<file path="config.mk">
export PLATFORM = sky130hd
export DESIGN_NAME = mlaccel_memarb
export DESIGN_NICKNAME = d
export VERILOG_FILES = /design/src/rtl/mlaccel_memarb.sv
export SDC_FILE = /design/constraint.sdc
export NUM_CORES = 1
export LEC_CHECK = 0
export BUFFER_PORTS_ARGS = -buffer_cell sky130_fd_sc_hd__buf_2
export CORE_AREA = 5 5 89 91
export CTS_CLUSTER_DIAMETER = 40
export DETAILED_ROUTE_END_ITERATION = 7
export DIE_AREA = 0 0 94 96
export PLACE_DENSITY = 0.8
export SLEW_MARGIN = 20
export SYNTH_ARGS = -nofsm -noshare
export SYNTH_HDL_FRONTEND = slang
export SYNTH_SLANG_ARGS = --single-unit
</file>
<file path="constraint.sdc">
create_clock -name clock -period 3.5 [get_ports clock]
set_input_delay 0.525 -clock clock [delete_from_list [all_inputs] [get_ports clock]]
set_output_delay 0.525 -clock clock [all_outputs]
set_load 0.005 [all_outputs]
</file>
<file path="src/rtl/mlaccel_memarb.sv">
// Two-requester (host / compute) arbiter in front of a single-port memory.
// Each grant runs a fixed three-cycle sequence IDLE -> ACCESS -> DONE.
module mlaccel_memarb #(
  parameter int ADDR_W = 16
) (
  input  logic              clock,
  input  logic              reset,
  input  logic              h_read,
  input  logic [1:0]        h_write,
  input  logic [ADDR_W-1:0] h_addr,
  input  logic [15:0]       h_wdata,
  input  logic              c_read,
  input  logic [1:0]        c_write,
  input  logic [ADDR_W-1:0] c_addr,
  input  logic [15:0]       c_wdata,
  input  logic              c_hold,
  output logic              h_done,
  output logic              c_done,
  output logic [63:0]       rdata,
  output logic [ADDR_W-1:0] mem_addr,
  output logic [1:0]        mem_wen,
  output logic [15:0]       mem_wdata,
  input  logic [63:0]       mem_rdata,
  output logic              busy
);

  localparam logic [1:0] ST_IDLE   = 2'd0;
  localparam logic [1:0] ST_ACCESS = 2'd1;
  localparam logic [1:0] ST_DONE   = 2'd2;

  logic [1:0]        state_q, state_d;
  logic              last_c_q, last_c_d;
  logic              gnt_c_q, gnt_c_d;
  logic [ADDR_W-1:0] addr_q, addr_d;
  logic [1:0]        wen_q, wen_d;
  logic [15:0]       wdata_q, wdata_d;

  logic h_pend;
  logic c_pend;
  logic pick_c;

  assign h_pend = h_read | (|h_write);
  assign c_pend = (c_read | (|c_write)) & ~c_hold;

  // On a tie the side that did not win last time gets the grant.
  assign pick_c = (h_pend & c_pend) ? ~last_c_q : c_pend;

  always_comb begin
    state_d  = state_q;
    last_c_d = last_c_q;
    gnt_c_d  = gnt_c_q;
    addr_d   = addr_q;
    wen_d    = wen_q;
    wdata_d  = wdata_q;
    case (state_q)
      ST_IDLE: begin
        if (h_pend | c_pend) begin
          state_d  = ST_ACCESS;
          gnt_c_d  = pick_c;
          last_c_d = pick_c;
          addr_d   = pick_c ? c_addr  : h_addr;
          wen_d    = pick_c ? c_write : h_write;
          wdata_d  = pick_c ? c_wdata : h_wdata;
        end
      end
      ST_ACCESS: state_d = ST_DONE;
      default:   state_d = ST_IDLE;
    endcase
  end

  always_ff @(posedge clock) begin
    if (reset) begin
      state_q  <= ST_IDLE;
      last_c_q <= 1'b1;
      gnt_c_q  <= 1'b0;
      addr_q   <= '0;
      wen_q    <= '0;
      wdata_q  <= '0;
    end else begin
      state_q  <= state_d;
      last_c_q <= last_c_d;
      gnt_c_q  <= gnt_c_d;
      addr_q   <= addr_d;
      wen_q    <= wen_d;
      wdata_q  <= wdata_d;
    end
  end

  // A nonzero lane mask makes the access a write; read is implied otherwise.
  assign mem_addr  = (state_q == ST_ACCESS) ? addr_q  : '0;
  assign mem_wen   = (state_q == ST_ACCESS) ? wen_q   : 2'b00;
  assign mem_wdata = (state_q == ST_ACCESS) ? wdata_q : 16'h0000;

  assign h_done = (state_q == ST_DONE) & ~gnt_c_q;
  assign c_done = (state_q == ST_DONE) &  gnt_c_q;
  assign rdata  = (state_q == ST_DONE) ? mem_rdata : 64'h0;
  assign busy   = (state_q != ST_IDLE);

endmodule
</file>
# After elaboration in Yosys (flattened, before gate mapping)
# Cells that the tools add are included.
[word_totals]
reg_bits = 38
inputBits = 137
output_inout_bits = 101
[classes]
eq_ne = 3
muxes = 10
n_bitwise = 10
n_reduce_logical = 5
[ops]
columns = ["op", "count"]
rows = [
  ["two-way mux 16 bit", 4],
  ["two-way mux 64 bit", 1],
  ["two-way mux 2 bit", 3],
  ["bitwise AND 1 bit", 4],
  ["case mux 2 bit (2 select lines)", 1],
  ["OR reduction 2 bit", 2],
  ["inverter 1 bit", 3],
  ["bitwise OR 1 bit", 3],
  ["== test 2 x 1 -> 1 bit (second input constant)", 1],
  ["== test 2 bit (second input constant)", 1],
  ["zero test 2 bit", 1],
  ["!= test 2 bit (second input constant)", 1],
  ["AND reduction 2 bit", 1],
  ["nonzero test 2 bit", 1],
  ["two-way mux 1 bit", 1],
]

# Longest topological paths before layout
[logic_depth]
word_depth = 6
ltp_mapped = 6

# Worst setup path before layout
# No wires, ideal clock.
[synth_path]
path_type = "input to register"
startpoint = "input h_write[1]"
endpoint = "register wdata_q[1]"
setup_time_ns = 0.131
t_arrival_ns = 1.574
required_time_ns = 3.369
slack_ns = 1.795
path_stages = 6
cell_sequence = "o31a_1 > or3_1 > buf_4 > buf_6 > nand2_2 > a311oi_2"
[synth_between]
elab_chain_len = 5
word_cells_on_any_way = 7
cone_classes = "2 x mux; 3 x bitwise; 2 x reduce/logical"
[synth_lines]
columns = ["element", "line", "rtl"]
rows = [
  ["start: declaration", "9", "input logic [1:0] h_write,"],
  ["OR reduction 2 bit (*)", "42", "assign h_pend = h_read | (|h_write);"],
  ["bitwise OR 1 bit (*)", "42", ""],
  ["bitwise AND 1 bit", "46", "assign pick_c = (h_pend & c_pend) ? ~last_c_q : c_pend;"],
  ["two-way mux 1 bit", "46", ""],
  ["two-way mux 16 bit", "63", "wdata_d = pick_c ? c_wdata : h_wdata;"],
  ["end signal: assignment", "85", "wdata_q <= wdata_d;"],
  ["end: declaration", "36", "logic [15:0] wdata_q, wdata_d;"],
]
# Mark *: on every way between the ends. The rest lies on a longest branch, timed or not.
# A chain may end at the register's enable or synchronous reset.

# Worst setup path in the final report
[layout_path]
startpoint = "register state_q[1]"
endpoint = "output rdata[31]"
[layout_between]
elab_chain_len = 2
[layout_lines]
columns = ["element", "line", "rtl"]
rows = [
  ["start: declaration", "31", "logic [1:0] state_q, state_d;"],
  ["start signal: assignment", "80", "state_q <= state_d;"],
  ["== test 2 bit", "96", "assign rdata = (state_q == ST_DONE) ? mem_rdata : 64'h0;"],
  ["two-way mux 64 bit", "96", ""],
  ["end: declaration", "19", "output logic [63:0] rdata,"],
]
# Every way passes these cells.

==> impl_metrics.csv <==
group,metric,value,unit
sta,relSlewSlack,50.9,%
global_routing,grt_pass1_wl,13.8,mm
sta,finalWorstSetupSlack,1350,ps
cells_and_area,layoutNonFillerInstCount,645,
setup_path,r2r_slack,1560,ps
placement,pre_cts_ws,1040,ps
worst_hold_path,min-delay-start,"h_addr[2]",
cells_and_area,nets,682,
yosys,synth_common_cells,"and2_1, nand2_1, dfxtp_1, a21oi_1, a311oi_1",
setup_path,rr_startpoint,"state_q[1]$_SDFFE_PP0P_",
setup_path,cp.arrival,1630,ps
power_and_ir_drop,irDropWorstVdd,0.169,mV
sta,drv_slew,0,
cts,cts_setup_buffers,0,
power_and_ir_drop,leakage,0.00208,uW
sta,period_share,61.5,%
sta,maxClockFrequency,465,MHz
global_routing,antenna_found_initial,0,
setup_path,crit_fanout,66,
global_routing,grt_use_total,18.8,%
yosys,synth_edf_count,0,
yosys,syn-cell-area,2550,sq um
yosys,synth.area.top_cells,"dfxtp_1, and2_1, a311oi_1, nand2_1, a21oi_1",
sta,finalClockSkew,6.94,ps
placement,dp_hpwl,7.42,mm
cells_and_area,drive_above_1_share,48.2,%
cts,htree_levels,2,
yosys,synth.avg_cell_area,7.74,sq um
sta,setup-violations-final,0,
routing,drc,0,
yosys,synth-main-ff-cell,"dfxtp_1",
placement,dpl_cell_area,3650,sq um
cts,path_clk_slew,70,ps
cells_and_area,fin_area,3750,sq um
power_and_ir_drop,power_density,324,nW/um^2
yosys,synth_cell_types,32,
routing,postRouteAntennaNets,0,
sta,rsz0062_at_grt,"false",
cts,cts_sinks,38,
sta,fin_setup_tns,0,ps
floorplan,core_area,7060,sq um
routing,drtPass1Iterations,4,
cells_and_area,area_growth,46.7,%
routing,detail_route.wl_per_cell,14.8,um
placement,dpl.cell_count,637,
global_routing,grt_max_degree,67,
cts,hold_buffers,0,
yosys,ys_ff_latch,38,
floorplan,die_area,9020,sq um
yosys,async_flop_share,0,%
yosys,synth_nets,467,
cells_and_area,fillers,721,
yosys,seq_area_frac_synth,29.8,%
floorplan,die_x,94,um
cts,cts_tree,"yes",
setup_path,startpoint,"state_q[1]$_SDFFE_PP0P_",
yosys,synth.most_common_cell,"and2_1",
worst_hold_path,hold_class,"in2reg",
setup_path,crit_type,"reg2out",
routing,drt-initial-drc-count,135,
placement,place.gp.congestion,0.680,
cts,root_buffer,"clkbuf_8",
cts,post_cts_resized,0,
cts,clkLatencyLatePin,280,ps
setup_path,cp-end-kind,"output port",
placement,io_buffers,237,
yosys,ys_warn_count,0,
yosys,synthCells,330,
routing,drt_wl_total,9.57,mm
sta,final-hold-violation-count,0,
yosys,netlist.area_leader.share,29.8,%
setup_path,cp.required,2970,ps
routing,via_count,3086,
cts,cts_buffers,5,
cts,cts_buffer_depth,2,
floorplan,rows,31,
run_status,status,"finished clean",
setup_path,critPathLaunchType,"register",
run,max-cap-violations,0,
floorplan,ios,238,
routing,via_per_inst,4.78,
sta,worst_pin_slew,736,ps
floorplan,die_h,96,um
cells_and_area,antenna-diode-count,0,
sta,whs,499,ps
yosys,synth_top_cell_by_area,"dfxtp_1",
sta,finalCriticalPeriod,2150,ps
global_routing,grt_pass1_vias,2868,
floorplan,start_util,36.2,%
global_routing,grt_overflow,0,
-- flip-flops by register name (all words and copies together) (netlist names) --
signal    cells
addr_q       16
gnt_c_q       1
last_c_q      1
state_q       2
wdata_q      16
wen_q         2
-- routing by layer --
layer | part of all wire (%) | vias up | track usage [%]
met1 | 41 | 1375 | 24.2
met3 | 9.8 | 12 | 5.47
met5 | 0 | - | 0
met2 | 48 | 149 | 31.4
li1 | - | 1550 | -
met4 | 1.3 | 0 | 4.09
-- where the power goes --
group	total (uW)	internal [uW]	switching (uW)	leakage, uW
registers	516	489	27.9	0.000316
logic	379	182	197	0.00171
clock network	317	159	159	0.0000472
total	1210	829	384	0.00208
-- final timing paths --
path / to / cells past startpoint
setup / recovery: rdata[31] / 4
hold / removal: addr_q[2]$_SDFFE_PP0P_ / 3
setup reg to reg: wdata_q[8]$_SDFFE_PP0P_ / 4
hold reg to reg: wdata_q[9]$_SDFFE_PP0P_ / 2
-- layout make-up --
cell class	instances	area (sq um)	area share, %
Multi-Input combinational cell	257	1540	41.2
Timing Repair Buffer	241	1220	32.5
Sequential cell	38	761	20.3
Tap cell	99	124	3.31
Clock buffer	6	82.6	2.20
Clock inverter	2	12.5	0.334
Inverter	2	7.51	0.200
-- cells in the final DEF (no fill, tap or decap), drive strengths merged, types with 2 or more instances in the layout --
cell type and n:
and2 100, nor2 4, a311oi 33, buf 241
nor2b 4, inv 2, dfxtp 38, a21oi 34
clkbuf 6, nor3 3, nand2 67, o21ai 2
-- metrics by stage --
step	util [%]	total power, uW
final	53.1	1210
after CTS	53.0	1230
after floorplan	-	760
after detailed placement	51.6	905
after global routing	53.1	1290
after global placement	51.6	893
-- cells by family after synthesis --
logic type	share of synthesized area [%]
simple gates	38.1
compound gates	21.8
flops	29.8
buf+inv	10.3
-- critical path, stage by stage (launching register included) --
cell and delay (ps):
dfxtp_1 410, nor2b_2 160, buf_4 370, and2_1 250
buf_2 130
No activity file was read; power rests on OpenSTA's default activity.
